$ cat config.mk
export PLATFORM = sky130hd
export DESIGN_NAME = d_hazard_scoreboard
export DESIGN_NICKNAME = d
export VERILOG_FILES = /design/src/rtl/d_hazard_scoreboard_pkg.sv /design/src/rtl/d_hazard_scoreboard_operand.sv /design/src/rtl/d_hazard_scoreboard.sv
export SDC_FILE = /design/constraint.sdc
export NUM_CORES = 1
export LEC_CHECK = 0
export CAP_MARGIN = 20
export CORE_MARGIN = 5
export CORE_UTILIZATION = 45
export DETAILED_ROUTE_END_ITERATION = 16
export PLACE_DENSITY = 0.75
export SLEW_MARGIN = 20
export SYNTH_ARGS = -nofsm -noshare
export SYNTH_HDL_FRONTEND = slang
export SYNTH_SLANG_ARGS = --single-unit
export TNS_END_PERCENT = 30
$ cat constraint.sdc
create_clock -name clk -period 6.63 [get_ports clk]
set_input_delay 1.6575 -clock clk [delete_from_list [all_inputs] [get_ports clk]]
set_output_delay 1.6575 -clock clk [all_outputs]
set_load 0.02 [all_outputs]
$ cat src/rtl/d_hazard_scoreboard_pkg.sv
// Shared constants and slot type for the D-stage hazard scoreboard.
// Tnew ages by one per pipeline shift and saturates at zero.
package d_hazard_scoreboard_pkg;

  localparam int TW     = 2;
  localparam int SLOT_W = 1 + 5 + TW;

  localparam logic [TW-1:0] TUSE_NONE = 2'd3;

  localparam logic [1:0] FWD_GRF = 2'd0;
  localparam logic [1:0] FWD_E   = 2'd1;
  localparam logic [1:0] FWD_M   = 2'd2;

  localparam logic [3:0] MULT_LAT = 4'd5;
  localparam logic [3:0] DIV_LAT  = 4'd10;

  typedef struct packed {
    logic          valid;
    logic [4:0]    dst;
    logic [TW-1:0] tnew;
  } slot_t;

  function automatic logic [TW-1:0] age_tnew(input logic [TW-1:0] t);
    return (t == '0) ? '0 : t - 1'b1;
  endfunction

endpackage

$ cat src/rtl/d_hazard_scoreboard_operand.sv
// Hazard resolution for one source operand against the E/M/W slots.
// The youngest matching slot decides both the stall and the forward select.
module d_hazard_scoreboard_operand
  import d_hazard_scoreboard_pkg::*;
(
  input  logic [4:0]        r_i,
  input  logic [TW-1:0]     tuse_i,
  input  logic [SLOT_W-1:0] e_slot_i,
  input  logic [SLOT_W-1:0] m_slot_i,
  input  logic [SLOT_W-1:0] w_slot_i,
  output logic              stall_o,
  output logic [1:0]        sel_o
);

  slot_t e_slot;
  slot_t m_slot;
  slot_t w_slot;

  logic          hit;
  logic [TW-1:0] hit_tnew;

  assign e_slot = slot_t'(e_slot_i);
  assign m_slot = slot_t'(m_slot_i);
  assign w_slot = slot_t'(w_slot_i);

  always_comb begin
    hit      = 1'b0;
    hit_tnew = '0;
    sel_o    = FWD_GRF;
    if (r_i != 5'd0) begin
      if (e_slot.valid && (e_slot.dst == r_i)) begin
        hit      = 1'b1;
        hit_tnew = e_slot.tnew;
        if (e_slot.tnew == '0) sel_o = FWD_E;
      end else if (m_slot.valid && (m_slot.dst == r_i)) begin
        hit      = 1'b1;
        hit_tnew = m_slot.tnew;
        if (m_slot.tnew == '0) sel_o = FWD_M;
      end else if (w_slot.valid && (w_slot.dst == r_i)) begin
        // W results reach D through the GRF write-through path.
        hit      = 1'b1;
        hit_tnew = w_slot.tnew;
      end
    end
  end

  assign stall_o = hit && (tuse_i != TUSE_NONE) && (tuse_i < hit_tnew);

endmodule

$ cat src/rtl/d_hazard_scoreboard.sv
// D-stage hazard scoreboard: tracks in-flight destinations and the mult/div
// busy counter, and produces the D-stage stall and operand forward selects.
module d_hazard_scoreboard
  import d_hazard_scoreboard_pkg::*;
(
  input  logic          clk,
  input  logic          reset,
  input  logic          d_valid,
  input  logic [4:0]    d_rs,
  input  logic [4:0]    d_rt,
  input  logic [TW-1:0] d_tuse_rs,
  input  logic [TW-1:0] d_tuse_rt,
  input  logic [4:0]    d_dst,
  input  logic [TW-1:0] d_tnew,
  input  logic          d_md_use,
  input  logic          e_md_start,
  input  logic          e_md_is_div,
  output logic          stall,
  output logic [1:0]    fwd_rs_sel,
  output logic [1:0]    fwd_rt_sel,
  output logic          md_busy
);

  slot_t e_q, e_d;
  slot_t m_q, m_d;
  slot_t w_q, w_d;
  logic [3:0] md_cnt_q, md_cnt_d;

  logic rs_stall;
  logic rt_stall;
  logic md_stall;

  d_hazard_scoreboard_operand u_rs (
    .r_i      (d_rs),
    .tuse_i   (d_tuse_rs),
    .e_slot_i (e_q),
    .m_slot_i (m_q),
    .w_slot_i (w_q),
    .stall_o  (rs_stall),
    .sel_o    (fwd_rs_sel)
  );

  d_hazard_scoreboard_operand u_rt (
    .r_i      (d_rt),
    .tuse_i   (d_tuse_rt),
    .e_slot_i (e_q),
    .m_slot_i (m_q),
    .w_slot_i (w_q),
    .stall_o  (rt_stall),
    .sel_o    (fwd_rt_sel)
  );

  assign md_busy  = (md_cnt_q != 4'd0);
  assign md_stall = d_md_use && (md_busy || e_md_start);

  // Gated by reset so an asserted reset drops stall even while e_md_start is high.
  assign stall = reset && d_valid && (rs_stall || rt_stall || md_stall);

  always_comb begin
    m_d      = e_q;
    m_d.tnew = age_tnew(e_q.tnew);
    w_d      = m_q;
    w_d.tnew = age_tnew(m_q.tnew);
    e_d      = '0;
    if (d_valid && !stall && (d_dst != 5'd0)) begin
      e_d.valid = 1'b1;
      e_d.dst   = d_dst;
      e_d.tnew  = d_tnew;
    end
  end

  always_comb begin
    md_cnt_d = md_cnt_q;
    if (e_md_start) begin
      md_cnt_d = e_md_is_div ? DIV_LAT : MULT_LAT;
    end else if (md_cnt_q != 4'd0) begin
      md_cnt_d = md_cnt_q - 4'd1;
    end
  end

  always_ff @(posedge clk or negedge reset) begin
    if (!reset) begin
      e_q      <= '0;
      m_q      <= '0;
      w_q      <= '0;
      md_cnt_q <= '0;
    end else begin
      e_q      <= e_d;
      m_q      <= m_d;
      w_q      <= w_d;
      md_cnt_q <= md_cnt_d;
    end
  end

endmodule

==> parameters.txt <==
Parameter                              Value

Finish
  FILL cells ... ~270
  Area Growth Syn to Fin ... 34.11%
  Most frequent standard cell in the layout excluding fill and tap cells ... sky130_fd_sc_hd__clkdlybuf4s50_1
  Leading cell types in the layout, fill and taps excluded ... 31 x sky130_fd_sc_hd__clkdlybuf4s50_1, 28 x sky130_fd_sc_hd__dfrtp_1, 19 x sky130_fd_sc_hd__buf_4
  Antenna cells ... 0
  Nets@finish ... 239
  Fraction of layout cells with a size suffix above 1 ... 16.50%

Setup path
  Worst-path cell chain ... clkdlybuf4s50_1 -> xor2_1 -> nor4_2 -> and3_1 -> mux2_2 -> a211o_1 -> ha_1 -> a2111oi_2 -> o31ai_2 -> a31oi_4 -> or2_1 -> clkdlybuf4s15_1
  Slack of the worst reg-to-reg path ... 3.55 ns
  Kind of launch point of the worst setup path ... input port
  Worst setup path class ... in2out
  WP data required ... a little under 5 ns
  Startpoint of the worst register-to-register path ... m_q[2]
  Reg-to-reg endpoint ... e_q[7]
  Top fanout value on the critical path ... 3
  Highest-delay cell along the critical path ... sky130_fd_sc_hd__clkdlybuf4s50_1
  WP buf/inv ... 2
  Data arrival time of the worst path ... 4.83 ns
  First element of the critical path ... d_rs[3]
  CP endpoint kind ... output pin
  Length in cells of the worst reg-to-reg path ... 11
  Largest stage delay on the critical path ... 0.44 ns
  Critical path's top delay family ... compound AO/OA/AOI/OAI gates
  Logic depth of the worst path, buffers included ... 12

Die
  Total die area ... about 4900 sq um
  Initial Utilization ... between 40% and 50%
  Count of standard-cell rows ... 21
  Ports placed on the boundary ... 33
  Die boundary height ... 69.75 microns
  Die boundary width ... 69.75 microns
  Core Box Area ... ~3400 sq um

Timing
  Final clock skew ... 0.007912 ns
  Transition time at the pin with the least slew margin ... 0.4165 ns
  Crit share post-route ... 97.92%
  Shortest clock period the worst path allows after layout ... 6.492 ns
  Final setup TNS ... 0 ns
  Headroom to the max-slew limit ... about 72%
  Final setup viols ... 0
  Number of failing hold endpoints at the final stage ... 0
  RSZ-0062 raised after global routing ... false
  Highest achievable clock rate ... ~150 MHz
  Pins over their slew limit ... 0

GRT
  Vias in the first global route ... 1410
  Global-route wire length before repair ... 6396 microns
  Maximum number of pins on one net before global-route repair ... 29
  Peak-usage layer in the global routing report ... met2
  Met2 layer usage reported by global route ... between 20 and 30%
  Overall Global Routing Usage ... 16.26%
  Met3 usage ... 3.188%
  GR met1 Demand/Resource ... 19.57%
  Antenna violations before repair ... 0
  Overall overflow remaining after global route ... 0

Hold path
  Type of the most critical hold path ... reg2reg
  Worst hold path startpoint ... e_q[7]
  Worst hold path stage count ... 0
  Terminating pin of the worst hold path ... m_q[7]

Power and ir drop
  Share of total power in the clock network ... between 10% and 20%
  Switching power ... 0.00009984 W
  Power per Cell Area ... approximately 160 nW/um^2
  Reg power frac ... 55.8%
  Total chip power ... 0.0003508 W
  Switching part of the total power ... between 20% and 30%
  Worst vdd rail ir drop ... ~0.0001 V
  Internal power component ... roughly 0.00025 W
  Cell leakage power ... between 0.9 and 1 nW
  Share of total power in combinational logic ... 24.6%

Placed design
  IO buf count ... 32
  Weighted congestion at the end of routability-driven global placement ... between 0.8 and 0.9
  Post-DP HPWL ... 3057 microns

Detailed routing
  Antenna violation net count after detailed routing ... 0
  Total routed wirelength ... 3766 microns
  Count of TritonRoute iterations in the first routing pass ... 4
  Vias/cell ... between 5 and 6
  First-iteration detailed-routing DRC count ... 30
  DRC violation count after routing ... 0
  Routed vias ... 1323
  Avg WL per Cell ... 14.94 microns

Clock tree
  Clock tree root driver cell ... sky130_fd_sc_hd__clkbuf_4
  Clock tree from TritonCTS ... yes
  Clock latency on the worst-skew pair ... around 0.32 ns
  Clock transition time at the flip-flop clock pins of the worst setup and hold paths ... 0.14 ns
  Sink Count ... 28
  TritonCTS Buffers ... 3
  Number of buffers inserted to repair setup after CTS ... 0
  Maximum level of the CTS H-tree ... 1
  Longest Clk Path Bufs ... 2
  Hold-fix buffers, CTS ... 0
  Number of gates resized after CTS ... 2

Run status
  Status ... finished, final reports clean

Run
  Number of max-cap violations ... 0

Synthesis
  Synthesized cell area ... 1607 sq um
  Synthesized Nets ... approximately 180
  Post-synthesis register bit count ... 28
  Count of yosys warnings during synthesis ... 0
  Number of library cell types mapped by synthesis ... 41
  Average footprint of a synthesized cell ... 10.50 sq um
  Instance count of the mapped netlist ... ~150
  Portion of the post-synthesis area used by sequential elements ... approximately 44%
-- layer usage --
| layer | vias to the layer above | share of wire, % |
|---|---|---|
| met5 | - | 0 |
| met4 | 0 | 0.74 |
| met3 | 4 | 4.1 |
| met2 | 28 | 52 |
| met1 | 641 | 43 |
| li1 | 650 | - |
-- power groups by stage --
stage	Clock (W)	Combinational [W]	Sequential, W
finish	0.0000689	0.0000863	0.000196
global route	0.0000790	0.0000960	0.000197
CTS	0.0000695	0.0000863	0.000195
detailed placement	0	0.0000852	0.000199
global placement	0	0.0000820	0.000198
floorplan	0	0.0000448	0.000195
-- synthesized netlist by cell type --
master / count / share of area, %
sky130_fd_sc_hd__a2111oi_1: 1 / 0.62
sky130_fd_sc_hd__a211o_1: 1 / 0.55
sky130_fd_sc_hd__a211o_2: 1 / 0.62
sky130_fd_sc_hd__a211oi_4: 1 / 1.2
sky130_fd_sc_hd__a21o_1: 1 / 0.47
sky130_fd_sc_hd__a21oi_1: 1 / 0.31
sky130_fd_sc_hd__a31oi_1: 2 / 0.78
sky130_fd_sc_hd__a31oi_4: 1 / 1.3
sky130_fd_sc_hd__and2_1: 2 / 0.78
sky130_fd_sc_hd__and3_1: 2 / 0.78
sky130_fd_sc_hd__and4_1: 1 / 0.55
sky130_fd_sc_hd__buf_6: 1 / 0.70
sky130_fd_sc_hd__dfrtp_1: 28 / 44
sky130_fd_sc_hd__ha_1: 4 / 3.1
sky130_fd_sc_hd__inv_1: 6 / 1.4
sky130_fd_sc_hd__mux2_2: 1 / 0.70
sky130_fd_sc_hd__nand2_1: 12 / 2.8
sky130_fd_sc_hd__nand2b_1: 1 / 0.39
sky130_fd_sc_hd__nand3_1: 3 / 0.93
sky130_fd_sc_hd__nand3b_1: 1 / 0.47
sky130_fd_sc_hd__nand4_1: 2 / 0.78
sky130_fd_sc_hd__nor2_1: 7 / 1.6
sky130_fd_sc_hd__nor2b_1: 2 / 0.78
sky130_fd_sc_hd__nor3_1: 9 / 2.8
sky130_fd_sc_hd__nor3b_2: 1 / 0.78
sky130_fd_sc_hd__nor4_1: 6 / 2.3
sky130_fd_sc_hd__nor4_2: 1 / 0.78
sky130_fd_sc_hd__nor4b_1: 2 / 1.1
sky130_fd_sc_hd__o211a_1: 1 / 0.62
sky130_fd_sc_hd__o211ai_2: 1 / 0.78
sky130_fd_sc_hd__o21a_1: 3 / 1.4
sky130_fd_sc_hd__o21ai_0: 3 / 0.93
sky130_fd_sc_hd__o21ai_2: 1 / 0.55
sky130_fd_sc_hd__o31ai_1: 2 / 0.93
sky130_fd_sc_hd__o31ai_2: 1 / 0.78
sky130_fd_sc_hd__or2_1: 1 / 0.39
sky130_fd_sc_hd__or2b_1: 1 / 0.47
sky130_fd_sc_hd__or3_1: 3 / 1.2
sky130_fd_sc_hd__or4_1: 3 / 1.4
sky130_fd_sc_hd__xnor2_1: 16 / 8.7
sky130_fd_sc_hd__xor2_1: 16 / 8.7
-- cell type report --
class	instances	area, sq um	area share [%]
Timing Repair Buffer	51	462.9	21.49
Sequential cell	28	700.7	32.52
Tap cell	46	57.56	2.671
Clock buffer	3	22.52	1.045
Multi-Input combinational cell	118	888.4	41.23
Inverter	6	22.52	1.045
-- through the flow --
step,cells,utilization (%),setup WS [ns],hold slack (ns),instance area (sq um)
global route,252,63.57,0.007018,0.4360,2155
detailed placement,249,62.42,-0.2470,0.4023,2116
floorplan,153,-,0.7841,0.3734,1607
finish,252,63.57,0.1381,0.4295,2155
global placement,249,62.42,-0.1385,0.4002,2116
CTS,252,63.20,0.1069,0.4307,2142
-- sequential cells by signal, summed over array words and instances (netlist names) --
name and count:
e_q 8, m_q 8, w_q 8, md_cnt_q 4
-- cell families (layout without fill, tap and decap cells) --
kind of cell	count (synthesis)	in the layout	synth area share (%)
AND/OR/NAND/NOR	60	60	21.11
XOR/XNOR	32	32	17.44
adder cells (fa/ha/maj)	4	4	3.115
flip-flops	28	28	43.61
buffers and inverters	7	60	2.103
AO/OA/AOI/OAI	21	21	11.92
multiplexers	1	1	0.7009
-- how the worst max path moves through the flow --
stage / to / slack, ns
finish: stall / 0.14
detailed placement: stall / -0.25
CTS: stall / 0.11
global placement: stall / -0.14
floorplan: stall / 0.78
global route: stall / 0.007
(Power assumes the default switching activity.)
